File: config.mk
export PLATFORM = sky130hd
export DESIGN_NAME = rr_dispatcher
export DESIGN_NICKNAME = d
export VERILOG_FILES = /design/src/rtl/rr_pkg.sv /design/src/rtl/rr_credit_counter.sv /design/src/rtl/rr_dispatcher.sv
export SDC_FILE = /design/constraint.sdc
export NUM_CORES = 1
export LEC_CHECK = 0
export CORE_AREA = 2 2 82 84
export CTS_BUF_LIST = sky130_fd_sc_hd__clkbuf_4 sky130_fd_sc_hd__clkbuf_8 sky130_fd_sc_hd__clkbuf_16
export DETAILED_ROUTE_END_ITERATION = 16
export DIE_AREA = 0 0 84 86
export GPL_TIMING_DRIVEN = 0
export MAX_ROUTING_LAYER = met4
export PLACE_DENSITY = 0.78
export SLEW_MARGIN = 40
export SYNTH_ARGS = -nofsm -noshare
export SYNTH_HDL_FRONTEND = slang
export SYNTH_SLANG_ARGS = --single-unit
File: constraint.sdc
create_clock -name clk -period 3.15 [get_ports clk]
set_clock_uncertainty 0.15 [all_clocks]
set_input_delay 0.4725 -clock clk [delete_from_list [all_inputs] [get_ports clk]]
set_output_delay 0.4725 -clock clk [all_outputs]
set_load 0.005 [all_outputs]
File: src/rtl/rr_pkg.sv
// rr_pkg: shared state encoding and width helpers for the round-robin dispatcher
package rr_pkg;
  typedef enum logic {EMPTY = 1'b0, FULL = 1'b1} state_t;
  function automatic int ptr_width(input int n);
    return (n > 1) ? $clog2(n) : 1;
  endfunction
  function automatic int credit_width(input int m);
    return $clog2(m + 1);
  endfunction
endpackage

File: src/rtl/rr_credit_counter.sv
// rr_credit_counter: per-port credit counter saturating at MAX_CREDITS
//   clk, reset  : clock, synchronous active-high reset (counter reloads to MAX_CREDITS)
//   inc_i       : credit returned this cycle
//   dec_i       : credit consumed by a dispatch this cycle
//   nonzero_o   : at least one credit available
//   ovf_o       : return arrived while full with no same-edge consume (ignored)
module rr_credit_counter import rr_pkg::*; #(
  parameter int MAX_CREDITS = 4
) (
  input  logic clk,
  input  logic reset,
  input  logic inc_i,
  input  logic dec_i,
  output logic nonzero_o,
  output logic ovf_o
);
  localparam int CW = credit_width(MAX_CREDITS);
  logic [CW-1:0] cnt_q, cnt_d;
  logic at_max;
  always_comb begin
    at_max = cnt_q == CW'(MAX_CREDITS);
    ovf_o = inc_i && !dec_i && at_max;
    nonzero_o = |cnt_q;
    cnt_d = (inc_i && !dec_i && !at_max) ? cnt_q + 1'b1 :
            (dec_i && !inc_i)            ? cnt_q - 1'b1 : cnt_q;
  end
  always_ff @(posedge clk)
    if (reset) cnt_q <= CW'(MAX_CREDITS);
    else cnt_q <= cnt_d;
endmodule

File: src/rtl/rr_dispatcher.sv
// rr_dispatcher: one-entry buffer dispatching words round-robin to credited ports
//   clk, reset     : clock, synchronous active-high reset
//   in_valid/in_data/in_ready : upstream valid/ready handshake
//   out_valid      : registered one-hot port strobe; out_data : registered shared payload
//   credit_return  : per-port credit return pulses
//   pointer        : round-robin search start; credit_err : sticky over-return flag
module rr_dispatcher import rr_pkg::*; #(
  parameter int NUMBER_PORTS = 2,
  parameter int DATA_WIDTH   = 32,
  parameter int MAX_CREDITS  = 4
) (
  input  logic                                 clk,
  input  logic                                 reset,
  input  logic                                 in_valid,
  input  logic [DATA_WIDTH-1:0]                in_data,
  output logic                                 in_ready,
  output logic [NUMBER_PORTS-1:0]              out_valid,
  output logic [DATA_WIDTH-1:0]                out_data,
  input  logic [NUMBER_PORTS-1:0]              credit_return,
  output logic [ptr_width(NUMBER_PORTS)-1:0]   pointer,
  output logic                                 credit_err
);
  localparam int PW = ptr_width(NUMBER_PORTS);
  state_t state_q, state_d;
  logic [DATA_WIDTH-1:0] hold_q, hold_d, data_q, data_d;
  logic [NUMBER_PORTS-1:0] valid_q, valid_d, nz, ovf;
  logic [PW-1:0] ptr_q, ptr_d, sel;
  logic dispatch, xfer, err_q, err_d;
  // Walk backwards so the port closest to the pointer is the last (winning) assignment.
  always_comb begin
    sel = '0;
    for (int k = NUMBER_PORTS - 1; k >= 0; k--)
      if (nz[(int'(ptr_q) + k) % NUMBER_PORTS]) sel = PW'((int'(ptr_q) + k) % NUMBER_PORTS);
  end
  always_comb begin
    dispatch = (state_q == FULL) && |nz;
    in_ready = (state_q == EMPTY) || dispatch;
    xfer = in_valid && in_ready;
    state_d = xfer ? FULL : dispatch ? EMPTY : state_q;
    hold_d = xfer ? in_data : hold_q;
    valid_d = dispatch ? NUMBER_PORTS'(1) << sel : '0;
    data_d = dispatch ? hold_q : data_q;
    ptr_d = !dispatch ? ptr_q : (sel == PW'(NUMBER_PORTS - 1)) ? '0 : sel + 1'b1;
    err_d = err_q | |ovf;
  end
  for (genvar i = 0; i < NUMBER_PORTS; i++) begin : g_cnt
    rr_credit_counter #(.MAX_CREDITS(MAX_CREDITS)) u_cnt (
      .clk(clk), .reset(reset), .inc_i(credit_return[i]), .dec_i(valid_d[i]),
      .nonzero_o(nz[i]), .ovf_o(ovf[i]));
  end
  always_ff @(posedge clk)
    if (reset) begin
      state_q <= EMPTY;
      hold_q <= '0;
      valid_q <= '0;
      data_q <= '0;
      ptr_q <= '0;
      err_q <= 1'b0;
    end else begin
      state_q <= state_d;
      hold_q <= hold_d;
      valid_q <= valid_d;
      data_q <= data_d;
      ptr_q <= ptr_d;
      err_q <= err_d;
    end
  assign out_valid = valid_q;
  assign out_data = data_q;
  assign pointer = ptr_q;
  assign credit_err = err_q;
endmodule

==> results.ini, run 1 <==
[cts]
ctsHoldBuffers=0
cts_tree=done
cts_made_buffers=9
clkSinkCount=75
cts_root_buf=clkbuf_8
clk_pin_slew_ps=70
cts_setup_buffers=0
clk_latency_ps=340
clock_path_buffers=2
cts.htree.levels=3
cts-resized-gates=0

[power]
power_frac_comb_pct=19.6
power.switching_uw=633
p_leak_nw=1.54
pwr-share-seq_pct=46.6
vdd.ir_drop.worst_uv=322
p_sw_share_pct=27.4
p_int_mw=1.68
pwr-share-clk_pct=33.8
p_per_area_nw_per_um2=566

[sta]
max_slew_margin_pct=62.9
fin_setup_tns_ps=0
hold_violations=0
fmax_mhz=391
final_max_slew_viol_count=0
tightest_slew_ps=556
fin_crit_ps=2560
fin_crit_sh_pct=81.2
setup_violations=0
rsz0062_at_grt=false

[logic_synthesis]
synth.area.top_cells=dfxtp_1 49%, mux2i_1 11%, nand2_1 8.8%
yosys.cell_count.top_type=dfxtp_1
synth-seq-cells=75
ys.flop_type=dfxtp_1
synth_edf_count=0
synthesis.area_um2=3040
synth_common_cells=75 x dfxtp_1, 71 x nand2_1, 37 x nor2_1, 32 x mux2i_1, 30 x a21oi_1
ys.warnings.count=0
syn_avg_cell_area_um2=9.16
synth_top_cell_area_share_pct=49.4
synthCells=332
ys_seq_area_share_pct=49.4
yosys.area.top_type=dfxtp_1
synth_cell_types=41
synth_nets=371
synthArstFlopShare_pct=0

[cells_and_area]
fillCellCount=545
design_area_um2=4080
syn2layout_area_growth_pct=34.1
diodes=0
drive_gt1_share_pct=9.52
fin_nets=455

[setup_path]
cp-end-kind=primary output
worstSetupStartpointType=flop
r2r_slack_ps=640
required_ps=2530
crit_path_start=g_cnt[1].u_cnt.cnt_q[0]
worstSetupPathType=flop to primary output
crit_fanout=8
r2r_end=g_cnt[1].u_cnt.cnt_q[2]
crit_path_end=in_ready
r2r_start=g_cnt[0].u_cnt.cnt_q[1]
arrival_ps=1940
reg2reg_depth=7

[placement]
gp_congestion=0.876
numPortBuffers=73
dpl_cell_area_um2=3870
hpwl_mm=4.85

[floorplan]
pin_count=74
die-area_um2=7220
rows=29
dieWidth_um=84
die_y_um=86
initial_core_util_pct=48.5
coreArea_um2=6280

[drt]
dr.pass1.iters=4
drc_errors=0
wire_per_inst_um=13.8
avgViaCountPerCell=5.12
drtAntennaViolNets=0
num_vias=2545
drt_iter0_drc=102
drt-total-wl_mm=6.87

[grt]
grt_pass1_wl_mm=11.2
grt_pass1_vias=2367
grt_antenna_before_repair=0
grt_use_total_pct=20.1
grt_overflow=0
grt_max_degree=13

[status]
status=finished clean

[hold_path]
worst_hold_path_type=flop to flop

[flow_run]
drv_cap=0

==> cells by family after synthesis <==
logic type | synth area share [%]
multiplexers | 10.5
adder cells (fa/ha/maj) | 1.32
AO/OA/AOI/OAI | 15.2
flip-flops | 49.4
buffers and inverters | 5.06
AND/OR/NAND/NOR | 17.4
XOR/XNOR | 1.15
==> worst min-delay path by stage <==
stage               startpoint      endpoint  cells after the start
finish               hold_q[1]   out_data[1]                      2
global route        hold_q[22]  out_data[22]                      2
CTS                  hold_q[1]   out_data[1]                      2
detailed placement  hold_q[22]  out_data[22]                      2
global placement    hold_q[27]  out_data[27]                      2
floorplan            hold_q[0]   out_data[0]                      2
==> through the flow <==
| step | power (mW) | utilization [%] | hold WS, ps | worst slack, ps | cells |
|---|---|---|---|---|---|
| floorplan | 1.39 | - | 281 | 869 | 332 |
| finish | 2.31 | 65.0 | 298 | 592 | 497 |
| CTS | 2.33 | 65.0 | 299 | 581 | 497 |
| detailed placement | 1.55 | 61.6 | 294 | 295 | 482 |
| global route | 2.43 | 65.0 | 313 | 447 | 497 |
| global placement | 1.53 | 61.6 | 283 | 305 | 482 |
==> critical path: stages, from the launching register on <==
cell and delay, ps:
dfxtp_1 340, buf_2 200, nor3_2 400, nand3_1 180
clkdlybuf4s50_1 490
==> per-layer routing <==
layer | share of wire (%) | vias to the layer above | track usage (%)
li1 | - | 1303 | -
met1 | 47 | 1160 | 25.2
met2 | 47 | 67 | 30.5
met3 | 3.7 | 15 | 3.95
met4 | 2.5 | 0 | 11.0
met5 | 0 | - | -
==> power groups by stage <==
stage / sequential, mW / clock [mW] / combinational (mW)
6_report: 1.08 / 0.780 / 0.454
5_1_grt: 1.08 / 0.845 / 0.503
4_1_cts: 1.07 / 0.798 / 0.453
3_5_place_dp: 1.10 / 0 / 0.451
3_3_place_gp: 1.09 / 0 / 0.437
2_1_floorplan: 1.09 / 0 / 0.306
==> layout by cell type (no fill, tap or decap), types with 2 or more instances in the layout <==
cell type,instances
dfxtp_1,75
clkdlybuf4s50_1,73
nand2_1,71
nor2_1,37
mux2i_1,32
a21oi_1,30
clkbuf_1,13
clkbuf_8,9
o211ai_1,6
inv_1,6
a21oi_2,6
buf_4,4
nand4_1,4
a31oi_1,4
buf_2,3
nand3_1,3
buf_6,3
nor3_1,3
nor3_2,2
xor2_1,2
o2111ai_1,2
nand3b_1,2
xnor2_1,2
o32ai_1,2
fa_1,2
bufinv_16,2
clkinv_2,2
==> cell type report <==
cell class / count / area (um2) / area share, %
Sequential cell: 75 / 1500 / 36.8
Multi-Input combinational cell: 227 / 1390 / 34.0
Timing Repair Buffer: 73 / 731 / 17.9
Clock buffer: 10 / 131 / 3.22
Buffer: 24 / 131 / 3.22
Tap cell: 77 / 96.3 / 2.36
Clock inverter: 5 / 78.8 / 1.93
Inverter: 6 / 22.5 / 0.552
==> sequential cells by signal, summed over array words and instances (netlist names) <==
signal             cells
out_valid              2
pointer                1
g_cnt.u_cnt.cnt_q      6
hold_q                32
state_q                1
credit_err             1
out_data              32
No activity file was read; power rests on OpenSTA's default activity.
==> inputs of run 2 (changes only) <==
clock period = 2.4 ns   (was 3.15 ns; I/O delays follow)
==> results.ini, run 2 (synthesized netlist as in run 1, its figures left out) <==
[floorplan]
initial_core_util_pct=48.5  ; unchanged
dieWidth_um=84  ; unchanged
coreArea_um2=6280  ; unchanged
die-area_um2=7220  ; unchanged
rows=29  ; unchanged
die_y_um=86  ; unchanged
pin_count=74  ; unchanged

[grt]
grt_pass1_vias=2381  ; +0.59%
grt_pass1_wl_mm=11.3  ; +0.74%
grt_use_total_pct=20.2  ; +0.18 points
grt_overflow=0  ; unchanged
grt_max_degree=13  ; unchanged
grt_antenna_before_repair=0  ; unchanged

[placement]
gp_congestion=0.876  ; unchanged
numPortBuffers=73  ; unchanged
hpwl_mm=4.85  ; unchanged

[sta]
fmax_mhz=435
tightest_slew_ps=564  ; +8.05 ps
hold_violations=0  ; unchanged
final_max_slew_viol_count=0  ; unchanged
fin_setup_tns_ps=0  ; unchanged
max_slew_margin_pct=62.4  ; -0.54 points
fin_crit_ps=2300
fin_crit_sh_pct=95.9
setup_violations=0  ; unchanged
rsz0062_at_grt=true

[cts]
cts_root_buf=clkbuf_8
clkSinkCount=75  ; unchanged
clk_latency_ps=340  ; about the same
cts.htree.levels=3  ; unchanged
clk_pin_slew_ps=70  ; about the same
clock_path_buffers=2  ; unchanged
ctsHoldBuffers=0  ; unchanged
cts_made_buffers=9  ; unchanged
cts_tree=done

[setup_path]
worstSetupStartpointType=flop
required_ps=1890  ; -640 ps
crit_slowest_cell=clkdlybuf4s50_1
worstSetupPathType=flop to primary output
critPathMaxStageDelay_ps=480  ; about the same
crit_path_start=state_q
cp.buffers_inverters=3  ; +1
crit_fanout=10  ; +2
cp-end-kind=primary output
path_delay_family=buffers and inverters
path_cells=buf_2 -> clkbuf_2 -> nand3_1 -> clkdlybuf4s50_1
arrival_ps=1790  ; -150 ps
r2r_start=g_cnt[0].u_cnt.cnt_q[1]

[status]
status=finished clean

[power]
vdd.ir_drop.worst_uv=422  ; +31%
p_per_area_nw_per_um2=745  ; +32%
p_leak_nw=1.56  ; +1.2%
power_mw=3.08  ; +33%

[cells_and_area]
final_common_cell=clkdlybuf4s50_1
finalCoreUtilization_pct=65.8  ; +0.84 points
drive_gt1_share_pct=12.1  ; +2.6 points
fin_nets=457  ; +0.44%
final_cell_mix=73 x clkdlybuf4s50_1, 72 x dfxtp_1, 70 x nand2_1
fillCellCount=537  ; -1.5%
diodes=0  ; unchanged
syn2layout_area_growth_pct=35.8

[drt]
num_vias=2563  ; +0.71%
dr.pass1.iters=4  ; unchanged
drtAntennaViolNets=0  ; unchanged
wire_per_inst_um=14.1  ; +2.1%
avgViaCountPerCell=5.14  ; +0.30%
drc_errors=0  ; unchanged
drt-total-wl_mm=7.05  ; +2.5%
drt_iter0_drc=106  ; +3.9%

[flow_run]
drv_cap=0  ; unchanged

[hold_path]
worst_hold_path_type=flop to flop
hp-start=hold_q[1]

==> run 2: cell count changes in the layout (fill, tap and decap cells not counted), moves of 2 or more <==
cell,change
buf_4,+2
clkbuf_1,-2
clkbuf_2,+3
dfxtp_1,-3
dfxtp_2,+3
nor3_2,-2
nor3_4,+2
==> run 2: per-stage QoR <==
stage                     setup slack [ps]  cells  area [um2]  hold slack [ps]
final                                 98.6    499        4130              298
after floorplan                        119    332        3040              281
after global routing                 -74.0    499        4130              313
after detailed placement              -343    482        3870              294
after CTS                             8.21    498        4110              299
after global placement                -332    482        3870              283
==> run 2: final timing paths <==
path / depth (start not counted) / slack (ps) / end
setup / recovery: 4 / 100 / in_ready
hold / removal: 2 / 300 / out_data[1]
setup reg to reg: 7 / 120 / g_cnt[1].u_cnt.cnt_q[2]
hold reg to reg: 2 / 300 / out_data[1]
==> run 2: worst reg2reg max path, stage by stage, from the launching register on <==
cell and delay (ps):
dfxtp_2 440, nor3_4 110, o21ai_4 250, o211ai_1 140, fa_1 420, or2_2 320
o31a_1 240, o211ai_1 140
==> run 2: cell type report <==
type / count / area [um2] / share of cell area [%]
inverter: 6 / 22.5 / 0.545
buffer: 24 / 138 / 3.33
multi-input combinational: 227 / 1410 / 34.2
clock buffer: 10 / 131 / 3.18
sequential: 75 / 1510 / 36.4
clock inverter: 5 / 78.8 / 1.91
tap: 77 / 96.3 / 2.33
timing repair buffer: 75 / 746 / 18.0
==> run 2: report_power, final <==
| part | switching [mW] | internal (mW) | leakage [nW] |
|---|---|---|---|
| logic | 0.326 | 0.302 | 0.835 |
| clock network | 0.437 | 0.590 | 0.110 |
| registers | 0.0932 | 1.33 | 0.615 |
==> run 2: per-layer routing <==
metal	up-vias	track usage (%)	routed length [um]
li1	1305	-	-
met1	1170	25.7	3200
met4	0	11.0	142
met2	77	30.5	3380
met3	11	3.95	323
met5	-	-	0
==> run 2: timing repair <==
item | CTS | global route
resized for setup | 5 | 9
setup buffers | 1 | 1
pin swaps | 1 | 1
endpoints found under the setup margin | 3 | 4
